## src/rtl/dm_arbiter.sv

```systemverilog
// dm_arbiter: round-robin two-port arbiter that runs each datamem access
// through a fixed IDLE/ACCESS/WAIT/RESP sequence with range checking.
module dm_arbiter #(
  parameter int DW = 16,
  parameter int AW = 16,
  parameter int DEPTH = 1024
) (
  input  logic          clk,
  input  logic          rst,
  input  logic          p0_req,
  input  logic          p1_req,
  input  logic          p0_we,
  input  logic          p1_we,
  input  logic [AW-1:0] p0_addr,
  input  logic [AW-1:0] p1_addr,
  input  logic [DW-1:0] p0_wdata,
  input  logic [DW-1:0] p1_wdata,
  output logic          p0_ack,
  output logic          p1_ack,
  output logic          p0_err,
  output logic          p1_err,
  output logic [DW-1:0] p0_rdata,
  output logic [DW-1:0] p1_rdata,
  output logic          mem_we,
  output logic [AW-1:0] mem_addr,
  output logic [DW-1:0] mem_data,
  input  logic [DW-1:0] mem_out,
  output logic          busy
);
  typedef enum logic [1:0] {IDLE, ACCESS, WAIT, RESP} stateT;
  localparam logic [AW:0] LIMIT = (AW+1)'(DEPTH);
  stateT state, nextState;
  logic lastGrant, owner, latWe, rangeOk, anyReq, grant, selWe;
  logic [AW-1:0] selAddr;
  logic [DW-1:0] selData;
  assign anyReq = p0_req | p1_req;
  // On a tie the port that did not win last time gets the grant
  assign grant = (p0_req & p1_req) ? ~lastGrant : p1_req;
  assign selWe = grant ? p1_we : p0_we;
  assign selAddr = grant ? p1_addr : p0_addr;
  assign selData = grant ? p1_wdata : p0_wdata;
  assign busy = state != IDLE;
  always_ff @(posedge clk or posedge rst)
    if (rst) state <= IDLE;
    else state <= nextState;
  always_comb begin
    nextState = state;
    mem_we = 1'b0;
    p0_ack = 1'b0;
    p1_ack = 1'b0;
    p0_err = 1'b0;
    p1_err = 1'b0;
    case (state)
      IDLE: nextState = anyReq ? ACCESS : IDLE;
      ACCESS: begin
        nextState = WAIT;
        mem_we = latWe & rangeOk;
      end
      WAIT: nextState = RESP;
      RESP: begin
        nextState = IDLE;
        p0_ack = ~owner;
        p1_ack = owner;
        p0_err = ~owner & ~rangeOk;
        p1_err = owner & ~rangeOk;
      end
      default: nextState = IDLE;
    endcase
  end
  // mem_addr/mem_data are registers so the memory sees stable values in every state
  always_ff @(posedge clk or posedge rst)
    if (rst) begin
      lastGrant <= 1'b1;
      owner <= 1'b0;
      latWe <= 1'b0;
      rangeOk <= 1'b0;
      mem_addr <= '0;
      mem_data <= '0;
      p0_rdata <= '0;
      p1_rdata <= '0;
    end else begin
      if (state == IDLE && anyReq) begin
        owner <= grant;
        lastGrant <= grant;
        latWe <= selWe;
        mem_addr <= selAddr;
        mem_data <= selData;
        rangeOk <= {1'b0, selAddr} < LIMIT;
      end
      if (state == WAIT && !latWe) begin
        if (owner) p1_rdata <= rangeOk ? mem_out : '0;
        else p0_rdata <= rangeOk ? mem_out : '0;
      end
    end
endmodule

```

## config.mk

```make
export PLATFORM = sky130hd
export DESIGN_NAME = dm_arbiter
export DESIGN_NICKNAME = d
export VERILOG_FILES = /design/src/rtl/dm_arbiter.sv
export SDC_FILE = /design/constraint.sdc
export NUM_CORES = 1
export LEC_CHECK = 0
export CORE_MARGIN = 2
export CORE_UTILIZATION = 41
export DETAILED_ROUTE_END_ITERATION = 8
export GPL_ROUTABILITY_DRIVEN = 0
export GPL_TIMING_DRIVEN = 0
export PLACE_DENSITY = 0.81
export SETUP_SLACK_MARGIN = 0.4
export SLEW_MARGIN = 15
export SYNTH_ARGS = -nofsm -noshare
export SYNTH_HDL_FRONTEND = slang
export SYNTH_SLANG_ARGS = --single-unit
```

## constraint.sdc

```tcl
create_clock -name clk -period 3.9 [get_ports clk]
set_clock_uncertainty 0.2 [all_clocks]
set_input_delay 0.78 -clock clk [delete_from_list [all_inputs] [get_ports clk]]
set_output_delay 0.78 -clock clk [all_outputs]
set_load 0.01 [all_outputs]
```

==> results.py <==
metrics = {
    "run_status": {
        "status": "finished, final reports clean",
    },
    "synthesis": {
        "syn_area_per_cell_um2": 10.38,
        "syn-cell-area_um2": 3167,
        "synthXorXnorAreaFrac_pct": 0,
        "synth_compound_area_share_pct": 14.14,
        "yosysWarnings": 0,
        "synth_edf_count": 0,
        "synth.area.mux_share_pct": 10.11,
        "synthFlopType": "dfrtp_1",
        "synthAdderAreaFrac_pct": 1.976,
        "netlist-cell-type-count": 34,
        "synth_top_family_by_area": "compound AO/OA/AOI/OAI gates",
        "synth.most_common_cell": "nand2_1",
        "ys_seq_elements": 70,
        "yosys.area_share.simple_pct": 12.84,
        "yosys-top-cells-count": "nand2_1, dfrtp_1, o21ai_0",
        "yosysTopAreaCell": "dfrtp_1",
        "synth_top_area_share_pct": 54.52,
        "async_flop_share_pct": 100.0,
        "ys_top_cells_by_area": "dfrtp_1, mux2i_1, nand2_1",
        "syn_nets": 396,
        "yosysSeqAreaShare_pct": 55.35,
        "synth_cells": 305,
    },
    "cts": {
        "cts_buffer_depth": 2,
        "clock-sinks": 70,
        "clk_latency_ps": 340,
        "cts_tree": "built",
        "cts.clk_slew.worst_paths_ps": 70,
        "cts-resized-gates": 0,
        "post_cts.repair.setup_buffers": 0,
        "numCtsBuffers": 9,
        "cts_htree_levels": 3,
        "cts_hold_buf": 0,
        "root_buffer": "clkbuf_8",
    },
    "floorplanning": {
        "initial_core_util_pct": 41.63,
        "die_area_um2": 8443,
        "floorplan.rows": 32,
        "die_y_um": 91.89,
        "fp.coreArea_um2": 7607,
        "die_w_um": 91.89,
        "ios": 156,
    },
    "pwr": {
        "leakagePower_uw": 0.002233,
        "seqPwrFrac_pct": 37.0,
        "p_per_area_nw_per_um2": 617.2,
        "p_sw_share_pct": 35.28,
        "p_comb_share_pct": 46.4,
        "pwr-share-clk_pct": 16.6,
        "intPower_uw": 2018,
        "switchingPower_uw": 1100,
        "peakVddDrop_mv": 0.2825,
    },
    "routing": {
        "route.vias.total": 2807,
        "drtIter0Drc": 74,
        "drc": 0,
        "via_per_inst": 4.848,
        "dr.pass1.iters": 4,
        "ant_nets": 0,
        "wl_um": 8504,
        "wl_per_cell_um": 14.69,
    },
    "setup_path": {
        "crit_fanout": 10,
        "required_ps": 2920,
        "slowest_stage": "clkdlybuf4s50_1",
        "critPathTopFamily": "buffers and inverters",
        "start_kind": "register",
        "critPathCaptureType": "primary output",
        "crit_buf_inv": 2,
        "slowest_delay_ps": 530,
        "crit_type": "register to primary output",
        "crit_arrival_ps": 1860,
        "crit_chain": "clkbuf_1, and3_1, clkdlybuf4s50_1",
    },
    "finish": {
        "regArea_um2": 1753,
        "area_growth_pct": 59.50,
        "drive_gt1_share_pct": 9.434,
        "multiInputGateArea_um2": 1237,
        "nets": 563,
        "post-route-util_pct": 66.40,
        "diodes": 0,
        "fill_cells": 639,
    },
    "sta": {
        "rsz0062_at_grt": "no",
        "min_period_ps": 2844,
        "tns_ps": 0,
        "drv_slew": 0,
        "worst_pin_slew_ps": 486.3,
        "fmax_mhz": 351.6,
        "finalSetupViolations": 0,
        "hold_viol": 0,
        "relSlewSlack_pct": 67.58,
        "min_period_over_period_pct": 72.93,
    },
    "grt": {
        "grt_pass1_wl_um": 13700,
        "grt_max_degree": 49,
        "grtUsageTotal_pct": 20.77,
        "grt_overflow": 0,
        "grt_antenna_before_repair": 0,
        "grt_pass1_vias": 2932,
    },
    "flow_run": {
        "max-cap-violations": 0,
    },
    "placement": {
        "hpwlAfterDp_um": 6639,
        "place.port_buffers": 155,
    },
    "worst_hold_path": {
        "hold_path.class": "register to register",
    },
}
==> final cells by class <==
| cell class | instances | share of cell area, % |
|---|---|---|
| Clock inverter | 6 | 0.7431 |
| Inverter | 5 | 0.4211 |
| Clock buffer | 10 | 2.725 |
| Timing Repair Buffer | 156 | 31.26 |
| Buffer | 20 | 3.121 |
| Sequential cell | 70 | 34.70 |
| Tap cell | 102 | 2.527 |
| Multi-Input combinational cell | 210 | 24.50 |
==> flip-flops by register name, indices dropped and copies added (netlist names) <==
| signal | count |
|---|---|
| owner | 1 |
| p1_rdata | 16 |
| lastGrant | 1 |
| mem_data | 16 |
| latWe | 1 |
| p0_rdata | 16 |
| mem_addr | 16 |
| rangeOk | 1 |
| state | 2 |
==> layer usage <==
metal / wire, µm / GRT usage (%) / vias to the layer above
met3: 785 / 6.491 / 17
met4: 161 / 9.577 / 0
li1: - / - / 1365
met5: 0 / 0 / -
met1: 3521 / 25.19 / 1291
met2: 4036 / 33.88 / 134
==> kinds of logic after synthesis <==
group / after synthesis
compound gates: 74
fa+ha+maj: 5
simple gates: 99
flops: 70
buf+inv: 25
mux: 32
==> final timing paths <==
kind	cells after the start	endpoint	slack [ps]	startpoint
worst min-delay path	2	mem_data[15]	280	mem_data[15]
min in group asynchronous	2	p0_rdata[12]	540	rst
worst min register to register	2	mem_data[15]	280	mem_data[15]
worst max register to register	7	mem_data[2]	1980	state[0]
worst max-delay path	3	mem_we	1060	rangeOk
max in group asynchronous	3	lastGrant	2360	rst
==> cells in the final DEF, fill, tap and decap left out, drive strengths merged, types with 2 or more instances in the layout <==
cell	count
clkdlybuf4s50	155
nand2	83
dfrtp	69
o21ai	66
mux2i	32
clkbuf	19
buf	12
ha	5
inv	5
nor2	4
clkinvlp	3
clkinv	3
a21boi	2
nor3	2
==> metrics by stage <==
step | hold WS (ps) | cells | power (µW) | worst slack, ps | area, µm²
3_5_place_dp | 269.2 | 563 | 2634 | 1257 | 4876
2_1_floorplan | 271.5 | 305 | 1825 | 1153 | 3167
4_1_cts | 285.7 | 579 | 3160 | 1007 | 5051
6_report | 278.7 | 579 | 3117 | 1056 | 5051
3_3_place_gp | 259.8 | 562 | 2590 | 21.73 | 4846
5_1_grt | 298.5 | 579 | 3344 | 946.6 | 5051
==> tightest hold or removal path: cells and delay by family, from the launching register on <==
kind,cells,cell delay [ps]
AND/OR/NAND/NOR,1,40
AO/OA/AOI/OAI,1,60
flip-flops,1,340
==> power groups by stage <==
stage | combinational, µW | clock (µW) | sequential, µW
2_1_floorplan | 558 | 0 | 1270
3_3_place_gp | 1430 | 0 | 1160
3_5_place_dp | 1460 | 0 | 1170
4_1_cts | 1470 | 533 | 1160
5_1_grt | 1590 | 569 | 1190
6_report | 1450 | 517 | 1150
No activity file was read; power rests on OpenSTA's default activity.
